### config.mk
export PLATFORM = sky130hd
export DESIGN_NAME = conv3x3_stream
export DESIGN_NICKNAME = d
export VERILOG_FILES = /design/src/rtl/conv3x3_stream.sv
export SDC_FILE = /design/constraint.sdc
export NUM_CORES = 1
export LEC_CHECK = 0
export BUFFER_PORTS_ARGS = -buffer_cell sky130_fd_sc_hd__buf_2
export CAP_MARGIN = 5
export CORE_MARGIN = 2
export CORE_UTILIZATION = 31
export CTS_CLUSTER_SIZE = 28
export DETAILED_ROUTE_END_ITERATION = 12
export PLACE_DENSITY = 0.47
export RECOVER_POWER = 25
export SYNTH_ARGS = -nofsm -noshare
export SYNTH_HDL_FRONTEND = slang
export SYNTH_SLANG_ARGS = --single-unit
### constraint.sdc
create_clock -name clk -period 7.2 [get_ports clk]
set_input_delay 1.44 -clock clk [delete_from_list [all_inputs] [get_ports clk]]
set_output_delay 1.44 -clock clk [all_outputs]
set_load 0.005 [all_outputs]
### src/rtl/conv3x3_stream.sv
// conv3x3_stream: streaming 3x3 convolution with two line buffers,
// run-time coefficients, shift normalisation and saturation.
module conv3x3_stream #(
  parameter int DATA_W = 8,
  parameter int COEF_W = 4,
  parameter int IMG_W  = 4,
  parameter int IMG_H  = 4,
  parameter int SHIFT  = 4,
  parameter int ACC_W  = DATA_W + COEF_W + 4
) (
  input  logic              clk,
  input  logic              rst,
  input  logic              coef_we,
  input  logic [3:0]        coef_idx,
  input  logic [COEF_W-1:0] coef_data,
  input  logic              s_valid,
  output logic              s_ready,
  input  logic [DATA_W-1:0] s_data,
  output logic              m_valid,
  input  logic              m_ready,
  output logic [DATA_W-1:0] m_data,
  output logic              m_last
);

  localparam int CW = $clog2(IMG_W);
  localparam int RW = $clog2(IMG_H);
  localparam logic [ACC_W-1:0] MAXV = ACC_W'((1 << DATA_W) - 1);

  logic [CW-1:0]     col_q, col_d;
  logic [RW-1:0]     row_q, row_d;
  logic [COEF_W-1:0] coef_q [9];
  logic [DATA_W-1:0] lb0_q [IMG_W];
  logic [DATA_W-1:0] lb1_q [IMG_W];
  logic [DATA_W-1:0] win_q [3][3];
  logic [DATA_W-1:0] tap [3][3];
  logic [ACC_W-1:0]  sum_d, res_d;
  logic [DATA_W-1:0] pix_d;
  logic              m_valid_q;
  logic [DATA_W-1:0] m_data_q;
  logic              m_last_q;
  logic              accept, fire, col_end, row_end;

  assign s_ready = !m_valid_q || m_ready;
  assign accept  = s_valid && s_ready;
  assign col_end = (col_q == CW'(IMG_W - 1));
  assign row_end = (row_q == RW'(IMG_H - 1));
  assign fire    = accept && (row_q >= RW'(2)) && (col_q >= CW'(2));
  assign m_valid = m_valid_q;
  assign m_data  = m_data_q;
  assign m_last  = m_last_q;

  // Raster position of the next pixel to be accepted.
  always_comb begin
    col_d = col_q;
    row_d = row_q;
    if (accept) begin
      if (col_end) begin
        col_d = '0;
        row_d = row_end ? '0 : row_q + RW'(1);
      end else begin
        col_d = col_q + CW'(1);
      end
    end
  end

  // Window including the incoming column; also its next-state value.
  always_comb begin
    for (int i = 0; i < 3; i++) begin
      tap[i][0] = win_q[i][1];
      tap[i][1] = win_q[i][2];
    end
    tap[0][2] = lb0_q[col_q];
    tap[1][2] = lb1_q[col_q];
    tap[2][2] = s_data;
  end

  // Weighted sum, normalising shift and saturation.
  always_comb begin
    sum_d = '0;
    for (int k = 0; k < 9; k++) begin
      sum_d = sum_d + ACC_W'(tap[k / 3][k % 3]) * ACC_W'(coef_q[k]);
    end
    res_d = sum_d >> SHIFT;
    pix_d = (res_d > MAXV) ? MAXV[DATA_W-1:0] : res_d[DATA_W-1:0];
  end

  // Position counters.
  always_ff @(posedge clk or posedge rst) begin
    if (rst) begin
      col_q <= '0;
      row_q <= '0;
    end else begin
      col_q <= col_d;
      row_q <= row_d;
    end
  end

  // Coefficient bank; indices 9..15 fall through untouched.
  always_ff @(posedge clk or posedge rst) begin
    if (rst) begin
      for (int k = 0; k < 9; k++) begin
        coef_q[k] <= COEF_W'((k == 4) ? 4 : ((k % 2 == 1) ? 2 : 1));
      end
    end else if (coef_we) begin
      for (int k = 0; k < 9; k++) begin
        if (coef_idx == 4'(k)) coef_q[k] <= coef_data;
      end
    end
  end

  // Line buffers and window; contents before fill are don't-care.
  always_ff @(posedge clk) begin
    if (accept) begin
      lb0_q[col_q] <= lb1_q[col_q];
      lb1_q[col_q] <= s_data;
      for (int i = 0; i < 3; i++) begin
        for (int j = 0; j < 3; j++) begin
          win_q[i][j] <= tap[i][j];
        end
      end
    end
  end

  // Single-entry output register with backpressure.
  always_ff @(posedge clk or posedge rst) begin
    if (rst) begin
      m_valid_q <= 1'b0;
      m_data_q  <= '0;
      m_last_q  <= 1'b0;
    end else if (accept) begin
      m_valid_q <= fire;
      if (fire) begin
        m_data_q <= pix_d;
        m_last_q <= row_end && col_end;
      end
    end else if (m_ready) begin
      m_valid_q <= 1'b0;
    end
  end

endmodule

==> results by group, run 1 <==
Status
  – Status: finished with violations
  – Failing checks: capacitance limit, slew limit, setup timing

Yosys
  – Asr flop ratio synth: 0.3086
  – Warnings from Yosys: 0
  – Mapped Area: 15130 um^2
  – #FFs+latches synth: 162
  – Post-Synthesis Cells: 1300
  – Predominant post-synthesis flop cell: edfxtp_1
  – Mapped Nets: 1664
  – Number of flops mapped to enable cells by yosys: roughly 110
  – Syn avg cell area: between 10 and 15 um^2
  – Seq/Total Area, Yosys: 0.3058
  – Yosys cell types: 42

Clocking
  – Root buf cell: clkbuf_16
  – Post-CTS Hold Buffers: 0
  – CTS buffer count: 17
  – Clock transition at path regs: 0.08 ns
  – H-tree depth: 4
  – CTS tree: done
  – Worst skew pair latency: between 0.4 and 0.5 ns
  – Clk sink count: 162
  – Max Root-Sink Buffers: 2

STA
  – Fmax: about 130 MHz
  – Worst-margin pin slew: 3.163 ns
  – Final period util: 1.058
  – Max_slew headroom: -1.109
  – Fin. Hold Viols: 0
  – RSZ-0062 raised after global routing: true
  – Max Slew Vio Count: between 50 and 60
  – Final min period: roughly 7.6 ns
  – Final worst slack: -0.4195 ns
  – Final Skew: around 0.019 ns
  – TNS Setup: -3.317 ns
  – Setup Viol. Count Final: 8

Finish
  – Area growth syn-to-layout: 16.01%
  – Nets@finish: between 1500 and 2000
  – Commonest cells after routing, fill and taps aside: inv_1 (316), fa_1 (253), and2_1 (162), nand2_1 (133), edfxtp_1 (112)
  – Filler instances: approximately 4800
  – Utilization after layout: 0.3660
  – Commonest non-fill, non-tap cell in the layout: inv_1
  – Fraction of layout cells with a size suffix above 1: 0.1774

Setup path
  – Critical path class: reg -> reg
  – CP Launch Type: flip-flop
  – Crit Path Max Fanout: 8
  – CP endpoint kind: flip-flop
  – CP most frequent cell: fa_1
  – Critical-path top delay cell: mux4_2
  – CP bufs+invs: 9
  – Worst EP arrival: 7.97 ns
  – Largest stage delay, worst path: ~0.62 ns
  – Critical path's top delay family: adder cells
  – Critical Path RT: approximately 7.6 ns

Floorplan
  – Core area: roughly 48000 um^2
  – FP Rows: 80
  – Initial Utilization: 0.3155
  – Die width: 224.9 um
  – DIE AREA: between 50000 and 60000 um^2
  – Die Ht: approximately 220 um
  – I/O pins: 32

Global route
  – First-pass GRT wire length: 63.56 mm
  – Initial antenna violation count: 0
  – Largest net degree at the start of global routing: 53
  – Vias in the first global route: 10530
  – All-layer global routing usage: 0.1726
  – Overflow after GRT: 0

Detailed routing
  – Final wirelength: 40.52 mm
  – Vias per Instance: 4.474
  – Final ANT Viol Nets: 0
  – # DRC: 0
  – DR WL/cell: ~20 um
  – DRT Pass-1 Iters: 4
  – Vias post-DR: between 9000 and 10000
  – First-iteration detailed-routing DRC count: approximately 420

Worst hold path
  – Tightest Hold Check Type: reg -> reg

Placed design
  – Port Buffer Count: 31
  – Final Wtd Congestion: 0.7983
  – Post-DP HPWL: around 34 mm

Run
  – Max-Cap Viols: 1
==> routing by layer <==
layer / part of all wire / GRT usage / vias to the layer above
li1: - / - / 4241
met1: 0.47 / 0.2405 / 4886
met2: 0.48 / 0.2820 / 139
met3: 0.037 / 0.03312 / 21
met4: 0.011 / 0.03375 / 0
met5: 0 / 0 / -
==> metrics by stage <==
| stage | setup slack [ns] | hold slack [ns] | area (um^2) | cells |
|---|---|---|---|---|
| 6_report | -0.4195 | 0.5353 | 17550 | 2076 |
| 2_1_floorplan | -0.4158 | 0.4637 | 15160 | 1300 |
| 3_5_place_dp | -0.7728 | 0.5300 | 16760 | 2025 |
| 4_1_cts | -0.4569 | 0.5488 | 17530 | 2069 |
| 3_3_place_gp | -0.7269 | 0.5294 | 16760 | 2025 |
| 5_1_grt | -0.6555 | 0.5613 | 17550 | 2075 |
==> worst paths after layout <==
path / endpoint / slack (ns) / cells past startpoint / start
worst max-delay path: m_data[3]$_DFFE_PP0P_ / -0.42 / 25 / col_q[0]$_DFFE_PP0P_
worst min-delay path: m_data[1]$_DFFE_PP0P_ / 0.54 / 2 / m_data[1]$_DFFE_PP0P_
worst max register to register: m_data[3]$_DFFE_PP0P_ / -0.42 / 25 / col_q[0]$_DFFE_PP0P_
worst min register to register: m_data[1]$_DFFE_PP0P_ / 0.54 / 2 / m_data[1]$_DFFE_PP0P_
max in group asynchronous: col_q[1]$_DFFE_PP0P_ / 3.03 / 3 / rst
min in group asynchronous: col_q[1]$_DFFE_PP0P_ / 2.17 / 3 / rst
==> synth_stat cells, types with 2 or more instances <==
cell type	n	area, um^2
a21o_1	3	22.52
a21oi_1	14	70.07
and2_1	170	1064
and3_1	4	25.02
buf_1	3	11.26
buf_2	2	10.01
clkbuf_1	17	63.81
dfrtp_1	41	1026
dfstp_2	9	236.5
edfxtp_1	112	3363
fa_1	262	5245
ha_1	81	1013
inv_1	321	1205
mux2_2	36	405.4
mux2i_1	2	20.02
mux4_2	16	360.4
nand2_1	135	506.7
nand2b_1	4	25.02
nand3_1	4	20.02
nand3b_1	3	22.52
nand4b_1	3	26.28
nor2_1	13	48.80
nor2b_1	2	12.51
nor3_1	2	10.01
nor3b_1	4	30.03
o21a_1	2	15.01
o21ai_0	11	55.05
o22ai_1	2	12.51
or2_2	2	12.51
or3_1	3	18.77
xnor2_1	4	35.03
xor2_1	3	26.28
==> registers in the layout (all words and copies together) (netlist names) <==
| signal | flops |
|---|---|
| lb0_q | 32 |
| m_valid | 1 |
| coef_q | 36 |
| m_last | 1 |
| lb1_q | 32 |
| m_data | 8 |
| col_q | 2 |
| row_q | 2 |
| win_q | 48 |
==> repair_timing <==
item,4_1_cts,5_1_grt
gates resized for setup,29,9
endpoints found under the setup margin,8,8
pin swaps,22,16
hold endpoints to repair,0,0
buffers inserted,12,6
==> cell type report <==
cell class / count / area, um^2 / share of cell area
Multi-Input combinational cell: 795 / 9340 / 0.5322
Sequential cell: 162 / 4627 / 0.2636
Inverter: 321 / 1205 / 0.06865
Timing Repair Buffer: 150 / 1025 / 0.05839
Tap cell: 615 / 769.5 / 0.04384
Clock buffer: 19 / 432.9 / 0.02467
Clock inverter: 13 / 148.9 / 0.008484
Antenna cell: 1 / 2.502 / 0.0001426
==> worst register-to-register path, delay by kind of cell, from the launching register on <==
kind	cells	cell delay (ns)
adders and majority gates	9	4.28
buffers and inverters	9	0.98
AOI/OAI and AO/OA	4	0.82
DFF	1	0.40
muxes	1	0.62
and+or+nand+nor	2	0.44
==> logic make-up after synthesis <==
group | Yosys count | synth area share
simple gates | 353 | 0.1232
flops | 162 | 0.3058
xor+xnor | 7 | 0.004053
fa+ha+maj | 343 | 0.4137
buf+inv | 343 | 0.08527
mux | 54 | 0.05194
compound gates | 38 | 0.01604
Power of run 1 is left out: the tool's default activity adds up to more than one toggle a clock period on the data nets, which glitch-free logic cannot reach.
==> run 2, diff against run 1 <==
CELL_PAD_IN_SITES_DETAIL_PLACEMENT = 1   (was unset)
CELL_PAD_IN_SITES_GLOBAL_PLACEMENT = 2   (was unset)
PLACE_DENSITY = 0.62   (was 0.47)
==> results by group, run 2 (synthesized netlist as in run 1, its figures left out) <==
Status
  – Status: finished with violations (unchanged)
  – Failing checks: capacitance limit, slew limit, setup timing (unchanged)

Finish
  – Area growth syn-to-layout: 16.79% (was 16.01%)
  – Top flop regs: win_q: 48 flops, coef_q: 36 flops (unchanged)
  – Filler instances: 5202 (was 4774)
  – Utilization after layout: 0.3685 (was 0.3660)
  – Nets@finish: 1800 (was 1811)
  – Fraction of layout cells with a size suffix above 1: 0.1954 (was 0.1774)
  – Final Cell Area: 17670 um^2 (was 17550 um^2)
  – Max reg flops: 48 (unchanged)
  – Commonest cells after routing, fill and taps aside: inv_1 (311), fa_1 (242), and2_1 (158), nand2_1 (129), edfxtp_1 (112) (was inv_1 (316), fa_1 (253), and2_1 (162), nand2_1 (133), edfxtp_1 (112))
  – Top reg by flops: win_q (unchanged)
  – Commonest non-fill, non-tap cell in the layout: inv_1 (unchanged)

STA
  – Fmax: 132.3 MHz (was 131.2 MHz)
  – Fin. Hold Viols: 0 (unchanged)
  – Setup Viol. Count Final: 8 (unchanged)
  – Max Slew Vio Count: 51 (unchanged)
  – Final Skew: 0.01090 ns (was 0.01858 ns)
  – Final worst slack: -0.3564 ns (was -0.4195 ns)
  – Final period util: 1.049 (was 1.058)
  – Max_slew headroom: -1.201 (was -1.109)
  – Worst-margin pin slew: 3.302 ns (was 3.163 ns)
  – Final min period: 7.556 ns (was 7.620 ns)
  – RSZ-0062 raised after global routing: true (unchanged)

Setup path
  – CP bufs+invs: 8 (was 9)
  – Critical path's top delay family: adder cells (unchanged)
  – Critical path class: reg -> reg (unchanged)
  – Largest stage delay, worst path: 0.63 ns (was 0.62 ns)
  – CP endpoint kind: flip-flop (unchanged)
  – Critical Path RT: 7.57 ns (was 7.55 ns)
  – Critical-path top delay cell: mux4_2 (unchanged)
  – Worst EP arrival: 7.92 ns (was 7.97 ns)
  – Crit Path Max Fanout: 8 (unchanged)
  – CP Launch Type: flip-flop (unchanged)
  – CP most frequent cell: fa_1 (unchanged)

Clocking
  – CTS tree: done (unchanged)
  – Clock transition at path regs: 0.07 ns (was 0.08 ns)
  – Worst skew pair latency: 0.49 ns (was 0.46 ns)
  – Max Root-Sink Buffers: 2 (unchanged)
  – Clk sink count: 162 (unchanged)
  – Post-CTS Hold Buffers: 0 (unchanged)
  – H-tree depth: 4 (unchanged)
  – Root buf cell: clkbuf_16 (unchanged)
  – CTS buffer count: 17 (unchanged)

Placed design
  – Area after DPL: 16680 um^2 (was 16760 um^2)
  – Post-DP HPWL: 38.02 mm (was 34.09 mm)
  – Pre-CTS WS: -0.8451 ns (was -0.7728 ns)
  – Port Buffer Count: 31 (unchanged)
  – Final Wtd Congestion: 0.8058 (was 0.7983)

Floorplan
  – Initial Utilization: 0.3155 (unchanged)
  – DIE AREA: 50580 um^2 (unchanged)
  – Die Ht: 224.9 um (unchanged)
  – I/O pins: 32 (unchanged)
  – Die width: 224.9 um (unchanged)
  – FP Rows: 80 (unchanged)
  – Core area: 47950 um^2 (unchanged)

Detailed routing
  – DRT Pass-1 Iters: 4 (unchanged)
  – First-iteration detailed-routing DRC count: 380 (was 418)
  – Final wirelength: 46.13 mm (was 40.52 mm)
  – Final ANT Viol Nets: 0 (unchanged)
  – # DRC: 0 (unchanged)
  – Vias post-DR: 9470 (was 9287)
  – Vias per Instance: 4.588 (was 4.474)
  – DR WL/cell: 22.35 um (was 19.52 um)

Global route
  – First-pass GRT wire length: 70.19 mm (was 63.56 mm)
  – Vias in the first global route: 10950 (was 10530)
  – Largest net degree at the start of global routing: 52 (was 53)
  – Initial antenna violation count: 2 (was 0)
  – All-layer global routing usage: 0.1962 (was 0.1726)
  – Overflow after GRT: 0 (unchanged)

Run
  – Max-Cap Viols: 1 (unchanged)

Worst hold path
  – Tightest Hold Check Type: reg -> reg (unchanged)
==> run 2: cell types whose count changed in the layout (fill, tap and decap cells not counted), sizes merged <==
cell	change
clkinvlp	-1
bufinv	+1
clkbuf	-2
clkinv	-2
buf	-11
inv	+3
==> run 2: metal layers <==
| layer | global-route usage | up-vias | part of all wire |
|---|---|---|---|
| met4 | 0.04080 | 0 | 0.0095 |
| li1 | - | 4224 | - |
| met3 | 0.03546 | 28 | 0.041 |
| met1 | 0.2742 | 5113 | 0.46 |
| met2 | 0.3200 | 105 | 0.49 |
| met5 | 0 | - | 0 |
==> run 2: repair_timing <==
action,in CTS,in global routing
pin swaps,29,21
setup buffers,13,5
cloned,1,0
endpoints found under the setup margin,8,8
gates resized for setup,37,43
==> run 2: final cells by class <==
class                   instances  area [um^2]  share of cell area
flip-flops and latches        162         4627              0.2619
inverters                     321         1205             0.06820
diodes                          1        2.502           0.0001416
clock inverters                14        193.9             0.01098
well taps                     615        769.5             0.04355
repair buffers                139        989.7             0.05602
multi-input cells             795         9455              0.5352
clock buffers                  17        425.4             0.02408
==> run 2: final timing paths <==
path	start	cells past startpoint	end	slack, ns
worst max-delay path	col_q[0]$_DFFE_PP0P_	25	m_data[0]$_DFFE_PP0P_	-0.36
worst min-delay path	m_data[2]$_DFFE_PP0P_	2	m_data[2]$_DFFE_PP0P_	0.53
worst max register to register	col_q[0]$_DFFE_PP0P_	25	m_data[0]$_DFFE_PP0P_	-0.36
worst min register to register	m_data[2]$_DFFE_PP0P_	2	m_data[2]$_DFFE_PP0P_	0.53
max in group asynchronous	rst	3	col_q[0]$_DFFE_PP0P_	2.94
min in group asynchronous	rst	3	row_q[1]$_DFFE_PP0P_	2.18
==> run 2: tightest hold or removal path, stage by stage (launching register included) <==
cell and delay, ns:
dfrtp_1 0.34, nor2_1 0.05, a21oi_2 0.09
==> run 2: stage by stage <==
stage          hold WS [ns]  setup TNS [ns]  instances
5_1_grt              0.5609          -4.141       2063
2_1_floorplan        0.4637          -3.326       1300
4_1_cts              0.5364          -3.358       2058
3_3_place_gp         0.5063          -6.391       2013
6_report             0.5258          -2.749       2064
3_5_place_dp         0.5210          -6.704       2013
Power of run 2 is left out for the same reason.
==> run 3, diff against run 2 <==
PLACE_DENSITY = 0.6   (was 0.62)
clock period = 9.55 ns   (was 7.2 ns; I/O delays follow)
==> results by group, run 3 (synthesized netlist as in run 1, its figures left out) <==
Status
  – Status: finished with violations (unchanged)
  – Failing checks: capacitance limit, slew limit (was capacitance limit, slew limit, setup timing)

STA
  – Worst-margin pin slew: 3.362 ns (was 3.302 ns)
  – TNS Setup: 0 ns (was -2.749 ns)
  – Fin. Hold Viols: 0 (unchanged)
  – Fmax: 117.8 MHz
  – Final min period: approximately 8.5 ns
  – Final Skew: 0.01735 ns (was 0.01090 ns)
  – Final worst slack: 1.064 ns (was -0.3564 ns)
  – Max_slew headroom: -1.241 (was -1.201)
  – Final period util: 0.8885
  – Max Slew Vio Count: 51 (unchanged)
  – RSZ-0062 raised after global routing: false (was true)
  – Setup Viol. Count Final: 0 (was 8)

Setup path
  – Critical path class: in -> reg (was reg -> reg)
  – Critical Path RT: 9.90 ns (was 7.57 ns)
  – CP endpoint kind: flip-flop (unchanged)
  – CP Launch Type: primary input (was flip-flop)
  – Crit Path Max Fanout: 9 (was 8)
  – Worst EP arrival: 8.83 ns (was 7.92 ns)

Clocking
  – Worst skew pair latency: 0.50 ns (was 0.49 ns)
  – Clk sink count: 162 (unchanged)
  – CTS tree: done (unchanged)
  – Post-CTS Setup Bufs: 0 (was 13)
  – CTS buffer count: 17 (unchanged)
  – H-tree depth: 4 (unchanged)
  – Root buf cell: clkbuf_16 (unchanged)
  – Post-CTS Hold Buffers: 0 (unchanged)
  – Max Root-Sink Buffers: 2 (unchanged)
  – Clock transition at path regs: 0.07 ns (about the same)
  – CTS resizes: 0 (was 37)

Finish
  – Nets@finish: 1696 (was 1800)
  – Fraction of layout cells with a size suffix above 1: 0.09368 (was 0.1954)
  – Commonest non-fill, non-tap cell in the layout: inv_1 (unchanged)
  – Commonest cells after routing, fill and taps aside: inv_1 (319), fa_1 (262), and2_1 (170), nand2_1 (135), edfxtp_1 (112) (was inv_1 (311), fa_1 (242), and2_1 (158), nand2_1 (129), edfxtp_1 (112))
  – Top reg by flops: win_q (unchanged)
  – Filler instances: 5276 (was 5202)
  – Top flop regs: win_q: 48 flops, coef_q: 36 flops (unchanged)
  – Antenna Cells: 0 (was 1)
  – Multi-input gate area: 9213 um^2 (was 9455 um^2)
  – Area growth syn-to-layout: 9.817% (was 16.79%)
  – Max reg flops: 48 (unchanged)
  – FF/Latch Area: 4626 um^2 (was 4627 um^2)

Floorplan
  – Die Ht: 224.9 um (unchanged)
  – Die width: 224.9 um (unchanged)
  – FP Rows: 80 (unchanged)
  – I/O pins: 32 (unchanged)
  – DIE AREA: 50580 um^2 (unchanged)
  – Initial Utilization: 0.3155 (unchanged)
  – Core area: 47950 um^2 (unchanged)

Detailed routing
  – WL met2: 20.40 mm (was 22.38 mm)
  – Highest routed layer: met4 (unchanged)
  – DR WL/cell: 22.16 um (was 22.35 um)
  – Vias post-DR: 8991 (was 9470)
  – Final ANT Viol Nets: 0 (unchanged)
  – Final wirelength: 43.44 mm (was 46.13 mm)
  – Met1 Wirelength: 20.88 mm (was 21.39 mm)
  – DRT Pass-1 Iters: 4 (unchanged)
  – Wire length on met3: 1.240 mm (was 1.908 mm)
  – Vias per Instance: 4.587 (was 4.588)
  – # DRC: 0 (unchanged)
  – First-iteration detailed-routing DRC count: 441 (was 380)

Global route
  – Overflow after GRT: 0 (unchanged)
  – Vias in the first global route: 10450 (was 10950)
  – Initial antenna violation count: 3 (was 2)
  – Largest net degree at the start of global routing: 53 (was 52)
  – All-layer global routing usage: 0.1874 (was 0.1962)
  – First-pass GRT wire length: 67.34 mm (was 70.19 mm)

Placed design
  – Post-DP HPWL: 35.82 mm (was 38.02 mm)
  – Pre-CTS WS: 0.6596 ns (was -0.8451 ns)
  – Final Wtd Congestion: 0.7861 (was 0.8058)
  – Port Buffer Count: 31 (unchanged)

Run
  – Max-Cap Viols: 1 (unchanged)

Worst hold path
  – Tightest Hold Check Type: reg -> reg (unchanged)
run 3: cell count changes in the layout (fill, tap and decap cells not counted), moves of 6 or more:
cell and change:
inv_2 -8, buf_6 -11, buf_4 -77, and2_1 +12, fa_2 -20, nand2_1 +6, and2_4 -12, clkbuf_1 -11
fa_1 +20, inv_1 +8
run 3: worst paths after layout:
check	start	endpoint	slack, ns	depth (start not counted)
min in group asynchronous	rst	m_last$_DFFE_PP0P_	2.68	3
max in group asynchronous	rst	coef_q[16]$_DFFE_PP0P_	4.93	3
setup reg to reg	col_q[0]$_DFFE_PP0P_	m_data[0]$_DFFE_PP0P_	1.16	21
setup / recovery	s_data[2]	m_data[0]$_DFFE_PP0P_	1.06	22
hold / removal	m_data[2]$_DFFE_PP0P_	m_data[2]$_DFFE_PP0P_	0.52	2
hold reg to reg	m_data[2]$_DFFE_PP0P_	m_data[2]$_DFFE_PP0P_	0.52	2
run 3: per-layer routing:
layer,global-route usage,vias up
li1,-,4012
met1,0.2623,4829
met2,0.2978,113
met3,0.03077,37
met4,0.05982,0
met5,0,-
run 3: stage by stage:
| step | instance area, um^2 | utilization | std cells | hold WS, ns |
|---|---|---|---|---|
| final | 16610 | 0.3465 | 1960 | 0.5234 |
| after global placement | 16000 | 0.3337 | 1928 | 0.5020 |
| after floorplan | 15130 | - | 1300 | 0.4637 |
| after detailed placement | 16000 | 0.3337 | 1928 | 0.5141 |
| after global routing | 16610 | 0.3465 | 1960 | 0.5643 |
| after CTS | 16630 | 0.3468 | 1960 | 0.5278 |
run 3: worst max-delay path, cell delays in order:
cell	delay, ns
clkbuf_1	0.37
nand2_1	0.16
fa_1	0.53
fa_1	0.50
inv_1	0.05
fa_1	0.56
inv_1	0.08
fa_1	0.50
fa_1	0.52
inv_1	0.06
fa_1	0.44
fa_1	0.52
inv_1	0.05
fa_1	0.47
inv_1	0.04
ha_1	0.31
and4_1	0.21
a221o_1	0.41
a2111oi_2	0.37
mux2i_1	0.18
nor4_4	0.43
a21oi_1	0.14
run 3: final cells by class:
type,instances,area share
Multi-Input combinational cell,795,0.5545
Sequential cell,162,0.2784
Inverter,321,0.07253
Tap cell,615,0.04632
Clock buffer,17,0.02561
Clock inverter,15,0.01228
Timing Repair Buffer,35,0.01032
Power of run 3 is left out for the same reason.
